`config.mk`:
```
export PLATFORM = sky130hd
export DESIGN_NAME = id_stage_hz
export DESIGN_NICKNAME = d
export VERILOG_FILES = /design/src/rtl/id_stage_hz.sv
export SDC_FILE = /design/constraint.sdc
export NUM_CORES = 2
export LEC_CHECK = 0
export CAP_MARGIN = 10
export CORE_AREA = 3 3 369 371
export DETAILED_ROUTE_END_ITERATION = 8
export DIE_AREA = 0 0 372 374
export PLACE_DENSITY = 0.67
export SLEW_MARGIN = 5
export SYNTH_ARGS = -nofsm -noshare
export SYNTH_HDL_FRONTEND = slang
export SYNTH_SLANG_ARGS = --single-unit
```
`constraint.sdc`:
```
create_clock -name clk -period 3.3 [get_ports clk]
set_clock_uncertainty 0.15 [all_clocks]
set_input_delay 0.66 -clock clk [delete_from_list [all_inputs] [get_ports clk]]
set_output_delay 0.66 -clock clk [all_outputs]
set_load 0.005 [all_outputs]
```
`src/rtl/id_stage_hz.sv`:
```
// RV32I decode stage: register file with optional write-back bypass, immediate and
// control decode, load-use stall, redirect flush, and an ID/EX pipeline register.
module id_stage_hz #(
   parameter int XLEN      = 32,
   parameter int NREG      = 32,
   parameter int RF_BYPASS = 1,
   localparam int AW       = (NREG > 1) ? $clog2(NREG) : 1
) (
   input  logic            clk,
   input  logic            rst,
   input  logic            if_valid,
   input  logic [31:0]     instr,
   input  logic [XLEN-1:0] pc,
   input  logic [XLEN-1:0] pc_4,
   input  logic            wb_en,
   input  logic [AW-1:0]   wb_rd,
   input  logic [XLEN-1:0] wb_data,
   input  logic            flush,
   output logic            id_stall,
   output logic            ex_valid,
   output logic [XLEN-1:0] read1,
   output logic [XLEN-1:0] read2,
   output logic [XLEN-1:0] imm_out,
   output logic [AW-1:0]   rd_out,
   output logic [6:0]      opcode,
   output logic [2:0]      func3,
   output logic [3:0]      alu_ctrl,
   output logic            su,
   output logic [1:0]      whb,
   output logic [1:0]      wos,
   output logic [XLEN-1:0] pc_id,
   output logic [XLEN-1:0] pc_4_id
);

   localparam logic [6:0] OP_R      = 7'b0110011;
   localparam logic [6:0] OP_IMM    = 7'b0010011;
   localparam logic [6:0] OP_LOAD   = 7'b0000011;
   localparam logic [6:0] OP_STORE  = 7'b0100011;
   localparam logic [6:0] OP_BRANCH = 7'b1100011;
   localparam logic [6:0] OP_JAL    = 7'b1101111;
   localparam logic [6:0] OP_JALR   = 7'b1100111;
   localparam logic [6:0] OP_LUI    = 7'b0110111;
   localparam logic [6:0] OP_AUIPC  = 7'b0010111;

   // Handshake: if_valid qualifies instr/pc/pc_4 every cycle. id_stall high means
   // ID did not accept the word and IF must present it again next cycle; ex_valid
   // marks the ID/EX register as holding a live instruction for EX.

   logic [XLEN-1:0] r_rf [NREG];

   logic            r_ex_valid;
   logic [XLEN-1:0] r_read1;
   logic [XLEN-1:0] r_read2;
   logic [XLEN-1:0] r_imm;
   logic [AW-1:0]   r_rd;
   logic [6:0]      r_opcode;
   logic [2:0]      r_func3;
   logic [3:0]      r_alu_ctrl;
   logic            r_su;
   logic [1:0]      r_whb;
   logic [1:0]      r_wos;
   logic [XLEN-1:0] r_pc;
   logic [XLEN-1:0] r_pc_4;

   logic [6:0]      w_op;
   logic [2:0]      w_f3;
   logic [AW-1:0]   w_rs1;
   logic [AW-1:0]   w_rs2;
   logic [AW-1:0]   w_rd;
   logic [XLEN-1:0] w_read1;
   logic [XLEN-1:0] w_read2;
   logic [31:0]     w_imm32;
   logic [XLEN-1:0] w_imm;
   logic [3:0]      w_alu_ctrl;
   logic            w_su;
   logic [1:0]      w_whb;
   logic [1:0]      w_wos;
   logic            w_rs1_used;
   logic            w_rs2_used;
   logic            w_hazard;
   logic            w_stall;

   assign w_op  = instr[6:0];
   assign w_f3  = instr[14:12];
   assign w_rs1 = instr[15 +: AW];
   assign w_rs2 = instr[20 +: AW];
   assign w_rd  = instr[7 +: AW];

   always_ff @(posedge clk or negedge rst) begin
      if (!rst) begin
         for (int i = 0; i < NREG; i++) r_rf[i] <= '0;
      end else if (wb_en && (wb_rd != '0)) begin
         r_rf[wb_rd] <= wb_data;
      end
   end

   always_comb begin
      w_read1 = '0;
      w_read2 = '0;
      if (w_rs1 != '0) begin
         if ((RF_BYPASS != 0) && wb_en && (wb_rd == w_rs1)) w_read1 = wb_data;
         else                                               w_read1 = r_rf[w_rs1];
      end
      if (w_rs2 != '0) begin
         if ((RF_BYPASS != 0) && wb_en && (wb_rd == w_rs2)) w_read2 = wb_data;
         else                                               w_read2 = r_rf[w_rs2];
      end
   end

   always_comb begin
      w_imm32    = '0;
      w_alu_ctrl = 4'b0000;
      w_su       = 1'b0;
      w_whb      = 2'b00;
      w_wos      = 2'b00;
      unique case (w_op)
         OP_R: begin
            w_alu_ctrl = {instr[30], w_f3};
         end
         OP_IMM: begin
            w_imm32    = {{20{instr[31]}}, instr[31:20]};
            // Bit 30 only distinguishes SRAI from SRLI; for other OP-IMM it is immediate data.
            w_alu_ctrl = {(w_f3 == 3'b101) ? instr[30] : 1'b0, w_f3};
         end
         OP_LOAD: begin
            w_imm32 = {{20{instr[31]}}, instr[31:20]};
            w_whb   = w_f3[1:0];
            w_su    = ~w_f3[2];
            w_wos   = 2'b01;
         end
         OP_JALR: begin
            w_imm32 = {{20{instr[31]}}, instr[31:20]};
            w_wos   = 2'b10;
         end
         OP_STORE: begin
            w_imm32 = {{20{instr[31]}}, instr[31:25], instr[11:7]};
            w_whb   = w_f3[1:0];
         end
         OP_BRANCH: begin
            w_imm32    = {{19{instr[31]}}, instr[31], instr[7], instr[30:25], instr[11:8], 1'b0};
            w_alu_ctrl = {1'b0, w_f3};
         end
         OP_LUI: begin
            w_imm32 = {instr[31:12], 12'b0};
            w_wos   = 2'b11;
         end
         OP_AUIPC: begin
            w_imm32 = {instr[31:12], 12'b0};
         end
         OP_JAL: begin
            w_imm32 = {{11{instr[31]}}, instr[31], instr[19:12], instr[20], instr[30:21], 1'b0};
            w_wos   = 2'b10;
         end
         default: ;
      endcase
   end

   assign w_imm = XLEN'($signed(w_imm32));

   assign w_rs1_used = !((w_op == OP_LUI) || (w_op == OP_AUIPC) || (w_op == OP_JAL));
   assign w_rs2_used = (w_op == OP_R) || (w_op == OP_STORE) || (w_op == OP_BRANCH);

   // A load in EX has no data yet; its consumer in ID waits one cycle and then
   // picks the value up through the write-back bypass or the register file.
   assign w_hazard = if_valid && r_ex_valid && (r_opcode == OP_LOAD) && (r_rd != '0) &&
                     ((w_rs1_used && (w_rs1 == r_rd)) || (w_rs2_used && (w_rs2 == r_rd)));
   assign w_stall  = w_hazard && !flush;

   always_ff @(posedge clk or negedge rst) begin
      if (!rst) begin
         r_ex_valid <= 1'b0;
         r_read1    <= '0;
         r_read2    <= '0;
         r_imm      <= '0;
         r_rd       <= '0;
         r_opcode   <= '0;
         r_func3    <= '0;
         r_alu_ctrl <= '0;
         r_su       <= 1'b0;
         r_whb      <= '0;
         r_wos      <= '0;
         r_pc       <= '0;
         r_pc_4     <= '0;
      end else begin
         r_ex_valid <= if_valid && !flush && !w_stall;
         // Fields hold through a bubble; ex_valid alone marks it dead.
         if (!w_stall) begin
            r_read1    <= w_read1;
            r_read2    <= w_read2;
            r_imm      <= w_imm;
            r_rd       <= w_rd;
            r_opcode   <= w_op;
            r_func3    <= w_f3;
            r_alu_ctrl <= w_alu_ctrl;
            r_su       <= w_su;
            r_whb      <= w_whb;
            r_wos      <= w_wos;
            r_pc       <= pc;
            r_pc_4     <= pc_4;
         end
      end
   end

   assign id_stall = w_stall;
   assign ex_valid = r_ex_valid;
   assign read1    = r_read1;
   assign read2    = r_read2;
   assign imm_out  = r_imm;
   assign rd_out   = r_rd;
   assign opcode   = r_opcode;
   assign func3    = r_func3;
   assign alu_ctrl = r_alu_ctrl;
   assign su       = r_su;
   assign whb      = r_whb;
   assign wos      = r_wos;
   assign pc_id    = r_pc;
   assign pc_4_id  = r_pc_4;

endmodule

```
# Yosys cells after proc, flatten, opt, wreduce, memory -nomap -nowiden
# Cells that the tools add are included.
dict set report totals {
  elab_cells 116
  output_inout_bits 186
  regBits 1209
}
dict set report op_classes {
  n_bitwise 4
  muxes 19
  order_cmp 4
  reduce_logical 29
  eq_ne 15
}
# op count
set op_table {}
lappend op_table {{$bwmux 1024} 1}
lappend op_table {{$bmux 32 s5} 2}
lappend op_table {{$mux 32} 9}
lappend op_table {{$demux 32 s5} 1}
lappend op_table {{$pmux 32 s5} 1}
lappend op_table {{$eq 7x6->1 const B} 3}
lappend op_table {{$eq 7x7->1 const B} 3}
lappend op_table {{$eq 5x5->1} 4}
lappend op_table {{$reduce_bool 5->1} 4}
lappend op_table {{$ge 6x6->1 const B} 3}
lappend op_table {{$not 5->6} 3}
lappend op_table {{$eq 7x2->1 const B} 2}
lappend op_table {{$eq 7x5->1 const B} 2}
lappend op_table {{$logic_and 1x1->1} 13}
lappend op_table {{$pmux 4 s3} 1}
lappend op_table {{$lt 6x1->1 const B} 1}
lappend op_table {{$pmux 2 s3} 1}
lappend op_table {{$reduce_or 2->1} 3}
lappend op_table {{$logic_or 1x1->1} 5}
lappend op_table {{$eq 3x3->1 const B} 1}
lappend op_table {{$logic_not 1->1} 3}
lappend op_table {{$reduce_or 3->1} 1}
lappend op_table {{$mux 1} 2}
lappend op_table {{$mux 2} 1}
lappend op_table {{$not 1->1} 1}

# Logic depth before layout (Yosys ltp)
dict set report logic_depth {
  depth_word 10
  ltp_mapped 10
}

# Least setup slack after synthesis
# Ideal clock, no wire load.
dict set report synth_path {
  kind {in2reg}
  startpoint {input port instr[20]}
  endpoint {register r_read2[11] (netlist: read2[11])}
  slack_ps 475
  t_required_ps 3025
  stages 8
  path_buffers 3
  arrival_ps 2550
  path_cell_list {buf_6 > buf_2 > clkbuf_1 > mux2_2 > a221oi_1 > nand3_1 > a32o_1 > mux2_2}
}
dict set report synth_via {
  elab_chain_cells 6
}
# item line
set synth_lines {}
lappend synth_lines {{from (decl)} 12} ;# input logic [31:0] instr,
lappend synth_lines {{$not 5->6 (not written as such)} 106} ;# else w_read2 = r_rf[w_rs2];
lappend synth_lines {{$bmux 32 s5} 106}
lappend synth_lines {{$mux 32 (not written as such) (2 in series)} 106}
lappend synth_lines {{$mux 32} 105} ;# if ((RF_BYPASS != 0) && wb_en && (wb_rd == w_rs2)) w_read2 = wb_data;
lappend synth_lines {{$mux 32} 104} ;# if (w_rs2 != '0) begin
lappend synth_lines {{to (signal assigned)} 189} ;# r_read2 <= w_read2;
lappend synth_lines {{to (decl)} 53} ;# logic [XLEN-1:0] r_read2;
# Parallel ways exist; a longest one is shown, timed or not. The select of a mux whose other input is x is not followed.
# A chain may end at the register's enable or synchronous reset.

# Worst setup path after layout
dict set report layout_path {
  startpoint {input port instr[1]}
  endpoint {output port id_stall}
}
dict set report layout_via {
  elab_chain_cells 8
}
# item line
set layout_lines {}
lappend layout_lines {{$eq 7x6->1 / $eq 7x5->1 (equally long branches)} 160} ;# assign w_rs1_used = !((w_op == OP_LUI) || (w_op == OP_AUIPC) || (w_op == OP_JAL));
lappend layout_lines {{$logic_or 1x1->1 (2 in series)} 160}
lappend layout_lines {{$logic_not 1->1} 160}
lappend layout_lines {{$logic_and 1x1->1} 166} ;# ((w_rs1_used && (w_rs1 == r_rd)) || (w_rs2_used && (w_rs2 == r_rd)));
lappend layout_lines {{$logic_or 1x1->1 (*)} 166}
lappend layout_lines {{$logic_and 1x1->1 (*)} 165} ;# assign w_hazard = if_valid && r_ex_valid && (r_opcode == OP_LOAD) && (r_rd != '0) &&
lappend layout_lines {{$logic_and 1x1->1 (*)} 167} ;# assign w_stall = w_hazard && !flush;
lappend layout_lines {{to (decl)} 19} ;# output logic id_stall,
# Mark *: on every way between the ends. The rest lies on a longest branch, timed or not.

==> flow_summary.toml <==
[global_routing]
antenna_found_initial = 11
grt_pass1_wl_microns = 312000
grt_pass1_vias = 45600
grt.total_usage_pct = 30.5
grt_overflow = 0
grt_max_degree = 106

[detailed_routing]
wl_per_cell_microns = 30.7
routed_via_density = 6.49
drtIter0Drc = 4964
first_pass_iters = 8
drc = 0
ant_nets = 0
wl_microns = 213000
num_vias = 45100

[layout]
nNetsFinal = 5217
areaGrowthSynthToFinish_pct = 20.6
fillers = 11000
multi_input_area_sq_um = 28600
drive_gt1_share_pct = 32.9
stdcell_area_sq_um = 73600
regArea_sq_um = 30300

[timing]
layout_setup_ws_ns = 0.153
setup_viol = 0
min_period_over_period_pct = 95.4
report.final.hold_viol_count = 0
maxSlewHeadroom_pct = 38.2
min_period_ns = 3.15
fmax_mhz = 318
rsz0062_at_grt = "no"
drv_slew = 0
worstMarginPinSlew_ns = 0.924

[worst_hold_path]
hold_path.class = "input port to flop"

[logic_synthesis]
ys_async_sr_fraction_pct = 100
yosys_warnings = 0
syn_area_sq_um = 61000
ys_top_cells_by_area = "dfrtp_1 (50%), mux4_2 (14%), mux2_2 (12%), o21ai_0 (4.0%), nand2_1 (3.5%)"
synth_edf_count = 0
synth.avg_cell_area_sq_um = 12.9
ys.flop_type = "dfrtp_1"
syn_nets = 4866
ys_seq_area_share_pct = 49.6
ys_seq_elements = 1209
synth_area_leader_cell = "dfrtp_1"
synthCells = 4728
ys_types = 59
synth_top_area_share_pct = 49.6

[placed_design]
placed_cell_area_sq_um = 69200
routabilityCongestion = 0.919
io_buffers = 323
place_ws_ns = -0.197
hpwl_microns = 140000

[run_status]
status = "complete, no violations"

[worst_setup_path]
cp_slowest_cell = "clkdlybuf4s50_1"
cp-start-kind = "input port"
critPathKind = "input port to output pin"
path_buf_inv = 3
crit_fanout = 3
max_stage_delay_ns = 0.47
crit_required_ns = 2.49
worstSetupEndpointType = "output pin"
critPathTopFamily = "buffers and inverters"
arrival_ns = 2.34
cp_cell_sequence = "clkdlybuf4s50_1, and3b_1, and3_4, a2111oi_4, o21ai_4, clkinv_2, dlygate4sd2_1"

[floorplan]
core_area_sq_um = 133000
die_area_sq_um = 139000
num_rows = 134
die_h_microns = 374
chipWidth_microns = 372
initial_core_util_pct = 45.8
boundaryPins = 324

[power]
powerDensity_nw_per_um2 = 572
ir_drop_mv = 0.554
leakagePower_nw = 31.9

[clock_tree]
htreeDepth = 4
cts-buffers-inserted = 131
clockBufferDepth = 3
tritoncts = "built"
clock-root-buffer = "clkbuf_16"
clkSinkCount = 1209
path_clk_slew_ns = 0.06
clock_latency_ns = 0.78

[run]
max_cap_viol_count = 0
## what timing repair did
action                                  4_1_cts  5_1_grt
hold endpoints to repair                     37        0
endpoints found under the setup margin        1        0
setup buffers                                 1        0
hold buffers                                  1        0
resized for setup                             8        0
## cell usage after synthesis (21+ instances only)
cell type	count
a32o_1	32
a22o_1	99
a211oi_1	32
o32ai_1	32
o221ai_1	64
a22oi_1	31
o22ai_1	33
nor2_1	21
a211o_1	33
mux2i_1	200
mux4_2	385
buf_6	25
inv_1	44
o21ai_0	491
a221oi_1	30
nand2_1	563
mux2_1	71
buf_4	27
clkbuf_1	349
nand3_1	35
mux2_2	653
buf_2	81
dfrtp_1	1209
## per-layer routing
metal	GRT usage, %	vias up	routed length [microns]
li1	-	18500	-
met1	40.9	23500	83800
met2	45.9	2650	95100
met3	8.89	547	23800
met4	13.5	10	10600
met5	0	-	76
## registers in the layout (all words and copies together), names as in the netlist, 3 cells and up
register  count
func3         3
read1        32
alu_ctrl      4
read2        32
rd_out        5
imm_out      32
opcode        7
r_rf       1024
pc_4_id      32
pc_id        32
## final cells by class
class | instances | area share (%)
multi-input cells | 2984 | 38.9
repair buffers | 708 | 10.9
flip-flops and latches | 1209 | 41.1
diodes | 5 | 0.0170
well taps | 1768 | 3.01
inverters | 45 | 0.231
clock inverters | 42 | 0.505
clock buffers | 194 | 5.33
## through the flow
step | hold slack (ns) | TNS [ns] | power [mW] | cells | util [%]
global route | 0.234 | 0 | 43.8 | 6953 | 55.2
detailed placement | 0.233 | -4.01 | 27.4 | 6712 | 51.9
CTS | 0.192 | 0 | 42.2 | 6950 | 55.2
global placement | 0.226 | -11.19 | 27.1 | 6712 | 51.9
finish | 0.239 | 0 | 42.1 | 6955 | 55.2
floorplan | 0.214 | 0 | 24.1 | 4728 | -
## worst register-to-register path, delay by kind of cell, from the launching register on
kind	cells	cell delay, ns
AO/OA/AOI/OAI	1	0.07
XOR/XNOR	1	0.27
buffers and inverters	4	0.66
flip-flops	1	0.48
multiplexers	1	0.47
AND/OR/NAND/NOR	2	0.29
## power by group
part	total (mW)	switching [mW]	internal, mW	leakage (nW)
Clock	14.8	6.29	8.50	2.12
Combinational	7.97	3.43	4.53	14.3
Sequential	19.4	2.02	17.3	15.5
## final timing paths
path	startpoint	end	slack (ns)	depth (start not counted)
max	instr[1]	id_stall	0.15	7
min	instr[21]	imm_out[21]	0.24	3
max reg2reg	rd_out[0]	pc_4_id[18]	0.80	9
min reg2reg	r_rf[1022]	r_rf[1022]	0.25	0
max in group asynchronous	rst	r_rf[717]	1.68	3
min in group asynchronous	rst	r_rf[1014]	0.32	2
## cells in the final DEF, fill, tap and decap left out, types with 35 or more instances in the layout
master | synthesis | final
a22o_1 | 99 | 99
buf_12 | 0 | 150
buf_4 | 27 | 238
clkbuf_16 | 0 | 136
clkdlybuf4s50_1 | 0 | 310
dfrtp_1 | 1209 | 1209
inv_1 | 44 | 44
mux2_1 | 71 | 71
mux2_2 | 653 | 653
mux2i_1 | 200 | 200
mux4_2 | 385 | 385
nand2_1 | 563 | 548
nand3_1 | 35 | 35
o21ai_0 | 491 | 491
o221ai_1 | 64 | 64
## cell families (layout without fill, tap and decap cells)
group | after synthesis | count (layout) | synth area share [%]
compound gates | 940 | 940 | 10.2
simple gates | 704 | 704 | 4.90
buf+inv | 535 | 989 | 3.93
other cells | 0 | 5 | 0
mux | 1320 | 1320 | 31.1
flops | 1209 | 1209 | 49.6
xor+xnor | 20 | 20 | 0.287
Note: power is estimated with default switching activity, not from simulation.
